[config.mk]
export PLATFORM = sky130hd
export DESIGN_NAME = seq_divider_128by64
export DESIGN_NICKNAME = d
export VERILOG_FILES = /design/src/rtl/arith_pkg.sv /design/src/rtl/seq_divider_128by64_div_step.sv /design/src/rtl/seq_divider_128by64.sv
export SDC_FILE = /design/constraint.sdc
export NUM_CORES = 1
export LEC_CHECK = 0
export ABC_AREA = 1
export ABC_CLOCK_PERIOD_IN_PS = 10300
export CAP_MARGIN = 20
export CORE_MARGIN = 1.5
export CORE_UTILIZATION = 50
export DETAILED_ROUTE_END_ITERATION = 8
export GPL_TIMING_DRIVEN = 0
export HOLD_SLACK_MARGIN = 0.1
export PLACE_DENSITY = 0.84
export SYNTH_ARGS = -nofsm -noshare
export SYNTH_HDL_FRONTEND = slang
export SYNTH_SLANG_ARGS = --single-unit
[constraint.sdc]
create_clock -name clk -period 10.3 [get_ports clk]
set_input_delay 2.06 -clock clk [delete_from_list [all_inputs] [get_ports clk]]
set_output_delay 2.06 -clock clk [all_outputs]
set_load 0.005 [all_outputs]
[src/rtl/arith_pkg.sv]
// Shared arithmetic-cluster definitions: control states, default operand width
// and a constant-evaluable ceiling log2.
package arith_pkg;

  typedef enum logic [1:0] {IDLE, RUN, DONE} state_t;

  localparam int DEFAULT_N = 64;

  function automatic int clog2(input int v);
    int r;
    r = 0;
    while ((1 << r) < v) r++;
    return r;
  endfunction

endpackage

[src/rtl/seq_divider_128by64_div_step.sv]
// One radix-2 restoring division iteration, purely combinational, so it can be
// replicated for an unrolled higher-radix datapath.
module div_step #(
  parameter int N = 64
) (
  input  logic [N:0]   pr,
  input  logic [N-1:0] q,
  input  logic [N-1:0] divisor,
  output logic [N:0]   pr_next,
  output logic [N-1:0] q_next
);

  logic        [N+1:0] t;
  logic signed [N+1:0] diff;

  // Trial subtraction carried one bit wider than PR so its sign is exact.
  always_comb begin
    t    = {pr, q[N-1]};
    diff = signed'(t) - signed'({2'b00, divisor});
    if (!diff[N+1]) begin
      pr_next = diff[N:0];
      q_next  = {q[N-2:0], 1'b1};
    end else begin
      pr_next = t[N:0];
      q_next  = {q[N-2:0], 1'b0};
    end
  end

endmodule

[src/rtl/seq_divider_128by64.sv]
// Sequential 2N-by-N unsigned restoring divider, one quotient bit per clock,
// with valid/ready handshakes on operands and results.
module seq_divider_128by64
  import arith_pkg::*;
#(
  parameter int N  = DEFAULT_N,
  parameter int CW = clog2(N) + 1
) (
  input  logic           clk,
  input  logic           rst_n,
  input  logic           in_valid,
  output logic           in_ready,
  input  logic [2*N-1:0] dividend,
  input  logic [N-1:0]   divisor,
  output logic           out_valid,
  input  logic           out_ready,
  output logic [N-1:0]   quotient,
  output logic [N-1:0]   remainder,
  output logic           div_by_zero,
  output logic           overflow
);

  state_t        state;
  logic [CW-1:0] cnt;
  logic          accept;

  logic [N:0]    pr_p0;
  logic [N-1:0]  q_p0;
  logic [N-1:0]  dvsr_p0;
  logic [N:0]    pr_next;
  logic [N-1:0]  q_next;

  assign accept = in_valid && in_ready;

  div_step #(.N(N)) u_step (
    .pr      (pr_p0),
    .q       (q_p0),
    .divisor (dvsr_p0),
    .pr_next (pr_next),
    .q_next  (q_next)
  );

  always_ff @(posedge clk or negedge rst_n) begin
    if (!rst_n) begin
      state       <= IDLE;
      in_ready    <= 1'b1;
      out_valid   <= 1'b0;
      quotient    <= '0;
      remainder   <= '0;
      div_by_zero <= 1'b0;
      overflow    <= 1'b0;
      cnt         <= '0;
    end else begin
      case (state)
        IDLE: begin
          if (accept) begin
            in_ready    <= 1'b0;
            div_by_zero <= 1'b0;
            overflow    <= 1'b0;
            if (divisor == '0) begin
              state       <= DONE;
              div_by_zero <= 1'b1;
              quotient    <= '1;
              remainder   <= dividend[N-1:0];
            end else if (dividend[2*N-1:N] >= divisor) begin
              // Quotient would need more than N bits.
              state     <= DONE;
              overflow  <= 1'b1;
              quotient  <= '1;
              remainder <= '0;
            end else begin
              state <= RUN;
              cnt   <= CW'(N);
            end
          end
        end
        RUN: begin
          cnt <= cnt - 1'b1;
          if (cnt == CW'(1)) begin
            state     <= DONE;
            out_valid <= 1'b1;
            quotient  <= q_next;
            remainder <= pr_next[N-1:0];
          end
        end
        DONE: begin
          // Error results arrive here with out_valid low; raise it one cycle later.
          if (!out_valid) begin
            out_valid <= 1'b1;
          end else if (out_ready) begin
            out_valid <= 1'b0;
            in_ready  <= 1'b1;
            state     <= IDLE;
          end
        end
        default: state <= IDLE;
      endcase
    end
  end

  // Iteration datapath: loaded on acceptance, stepped once per RUN cycle.
  always_ff @(posedge clk) begin
    if (accept) begin
      pr_p0   <= {1'b0, dividend[2*N-1:N]};
      q_p0    <= dividend[N-1:0];
      dvsr_p0 <= divisor;
    end else if (state == RUN) begin
      pr_p0 <= pr_next;
      q_p0  <= q_next;
    end
  end

endmodule

==> results.yml, run 1 <==
sta:
  relSlewSlack_pct: 23.5
  grt_setup_unrepaired: "false"
  hold_viol_final: 0
  totalNegativeSetupSlack_ns: 0
  hold-worst-slack_ns: 0.481
  post-route-worst-setup-slack_ns: 5.17
  report.final.slew_viol_count: 0
  timing_worst_slew_pin_value_ns: 1.15
  fin_skew_ns: 0.0263
  maxClockFrequency_mhz: 195
  period_needed_ns: 5.13
  setup_violations: 0
  fin_crit_sh_pct: 49.8
routing:
  routed-via-count: 22700
  avgViaCountPerCell: 5.25
  route.antenna.remaining_nets: 0
  routed_wire_length_per_instance_um: 18.4
  drt-pass1-iter-count: 6
  first_iter_violations: 2143
  drcViolationCount: 0
  wl_um: 79800
pwr:
  pwr_density_cell_nw_per_um2: 103
  p_leak_nw: 14.7
  power.total_mw: 2.95
  peakVddDrop_uv: 129
critical_path:
  timing.critical_path.to_type: "flop"
  worstSetupStartpointType: "input pin"
  timing.critical_path.cells: "clkdlybuf4s50_1 -> inv_1 -> ha_1 -> nand2_1 -> inv_1 -> o21bai_1 -> a21oi_1 -> nor2_1 -> nand2_1 -> a21oi_1 -> nand4_1 -> o21bai_2 -> buf_2 -> clkbuf_1 -> o21ai_0"
  critical_path_arrival_ns: 5.53
  criticalPathCategory: "input pin to flop"
  required_ns: 10.70
  largest_fanout_on_the_critical_path: 10
  max_stage_delay_ns: 0.49
  cp_slowest_cell: "clkdlybuf4s50_1"
cts:
  cts.hold.buffers_added: 0
  clk_transition_reported_paths_ns: 0.06
  clock_root_cell: "clkbuf_16"
  cts_tree: "built"
  cts_resized: 0
  cts_setup_buffers: 0
  h-tree-depth: 2
  numClockSinks: 334
  cts-buffers-inserted: 37
  clock_latency_ns: 0.57
  clock_path_buffers: 3
grt:
  grt_pass1_vias: 21700
  grt_pass1_wl_um: 121000
  grt_util_all_layers_pct: 33.1
  antenna_found_initial: 3
  globalRouteOverflowTotal: 0
  grt_start_max_net_pins: 88
cells_and_area:
  design.final.nets: 4021
  area.growth.synth_to_final_pct: 22.8
  nFillCells: 4186
  ratio_of_cells_with_drive_above_1_in_the_final_layout_pct: 5.37
  final_cells: 4331
place:
  dpl.cell_count: 4262
  gp_congestion: 1.01
  port-buffer-count: 327
  placement.setup.worst_slack_ns: 4.79
  dpl.hpwl_um: 65200
floorplanning:
  num_io_pins: 328
  initial_standard_cell_utilization_of_the_core_pct: 50.5
  placementRows: 79
  floorplan.die.width_um: 219
  core_area_sq_um: 46400
  fp.dieArea_sq_um: 48100
  floorplan.die.height_um: 219
status:
  status: "completed"
logic_synthesis:
  synth_seq_cells: 334
  synth_sequential_area_ratio_pct: 39.8
  number_of_distinct_library_cells_after_synthesis: 42
  yosys_warnings: 0
  synthesis.instances: 3325
  mappedNetlistArea_sq_um: 23400
  net_count_after_synthesis: 3652
  avgSynthCellArea_sq_um: 7.03
worst_hold_path:
  worst_hold_path_type: "flop to flop"
job:
  max_cap_violations: 0
final timing paths:
check	startpoint	to	slack (ns)	cells past startpoint
max	divisor[57]	quotient[28]$_DFFE_PN0P_	5.17	15
min	quotient[44]$_DFFE_PN0P_	quotient[44]$_DFFE_PN0P_	0.48	2
max reg2reg	state[0]$_DFFE_PN0P_	pr_p0[19]$_DFFE_PP_	6.73	7
min reg2reg	quotient[44]$_DFFE_PN0P_	quotient[44]$_DFFE_PN0P_	0.48	2
max in group asynchronous	rst_n	remainder[19]$_DFFE_PN0P_	7.92	2
min in group asynchronous	rst_n	quotient[53]$_DFFE_PN0P_	1.59	1
per-layer routing:
layer  track usage, %  wire length, um  up-vias
li1                 -                -    11100
met1             43.9            33300    10400
met2             54.3            36500      986
met3             5.03             6460      175
met4             13.4             3480        4
met5                0               31        -
stage by stage:
| step | util, % | cell area, sq um |
|---|---|---|
| 6_report | 62.0 | 28700 |
| 4_1_cts | 62.0 | 28700 |
| 5_1_grt | 62.0 | 28700 |
| 3_5_place_dp | 59.3 | 27500 |
| 3_3_place_gp | 59.2 | 27400 |
| 2_1_floorplan | - | 23400 |
area by class of cell:
type / instances / area (sq um) / share of cell area [%]
plain buffers: 95 / 494 / 1.72
multi-input cells: 2276 / 11300 / 39.2
clock inverters: 20 / 209 / 0.727
clock buffers: 47 / 1000 / 3.50
flip-flops and latches: 334 / 9320 / 32.4
repair buffers: 330 / 3350 / 11.7
well taps: 607 / 759 / 2.64
inverters: 620 / 2330 / 8.10
diodes: 2 / 5.00 / 0.0174
cell usage after synthesis (all sizes together):
cell type,count,area share [%]
a21o,6,0.19
dfxtp,1,0.086
nand3b,8,0.26
buf,42,1.2
xor2,20,0.75
o22ai,2,0.053
clkbuf,53,0.85
o21ai,152,3.3
nor4,8,0.24
dfstp,1,0.11
edfxtp,192,25
fa,1,0.086
and3b,1,0.037
or2,2,0.053
and3,3,0.080
nor3,18,0.43
dfrtp,140,15
inv,620,9.9
ha,130,7.0
nor2,416,6.9
a21oi,134,2.9
and2,4,0.11
a21boi,1,0.032
nand3,281,7.2
o21a,3,0.096
o21bai,9,0.30
nand4,36,0.96
xnor2,15,0.56
nand2,1026,17
critical path, delay by kind of cell:
family | cells | cell delay [ns]
buf+inv | 5 | 1.33
compound gates | 5 | 1.07
simple gates | 4 | 0.75
fa+ha+maj | 1 | 0.30
cells in the final DEF (no fill, tap or decap), types with 3 or more instances in the layout:
master,count
a21o_1,6
a21oi_1,132
and2_1,4
and3_1,3
buf_2,26
buf_4,5
buf_6,12
bufinv_16,4
clkbuf_1,59
clkbuf_16,38
clkdlybuf4s50_1,326
clkinv_1,5
clkinv_2,6
dfrtp_1,140
edfxtp_1,192
ha_1,130
inv_1,610
inv_2,10
nand2_1,1012
nand2_2,8
nand2_4,6
nand3_1,227
nand3_2,54
nand3b_1,8
nand4_1,36
nor2_1,405
nor2_2,6
nor2_4,5
nor3_1,16
nor4_1,7
o21a_1,3
o21ai_0,133
o21ai_1,19
o21bai_1,8
xnor2_1,15
xor2_1,20
cells by family (layout without fill, tap and decap cells):
logic type	after synthesis	in the layout	synth area share (%)
other	0	2	0
adders and majority gates	131	131	7.04
DFF	334	334	39.8
and+or+nand+nor	1803	1803	32.9
AOI/OAI and AO/OA	307	307	6.83
buffers and inverters	715	1112	12.0
xor gates and xnor gates	35	35	1.31
state kept, by name (all words and copies together) (netlist names):
signal,count
pr_p0,65
div_by_zero,1
quotient,64
state,2
dvsr_p0,64
remainder,64
in_ready,1
cnt,7
q_p0,64
out_valid,1
overflow,1
power by group:
part	internal (mW)	switching, mW	total, mW
Clock	0.794	0.567	1.36
Sequential	1.41	0	1.41
Combinational	0.0936	0.0860	0.180
Power figures use the tool's default switching activity.
==> run 2: changes to the inputs <==
Settings changed: ABC_CLOCK_PERIOD_IN_PS 10300 to 5000.
Clock period 10.3 ns to 5 ns, I/O delays scaled along.
==> results of run 2 <==
The final DEF is identical to that of run 1. Status: completed.
Main changes from that run: setup slack after placement 4.79 ns -> 0.550 ns; setup slack after layout 5.17 ns -> 0.933 ns; register-to-register setup slack 6.73 ns -> 1.43 ns; total power 2.95 mW -> 6.07 mW; worst IR drop on VDD 129 uV -> 266 uV
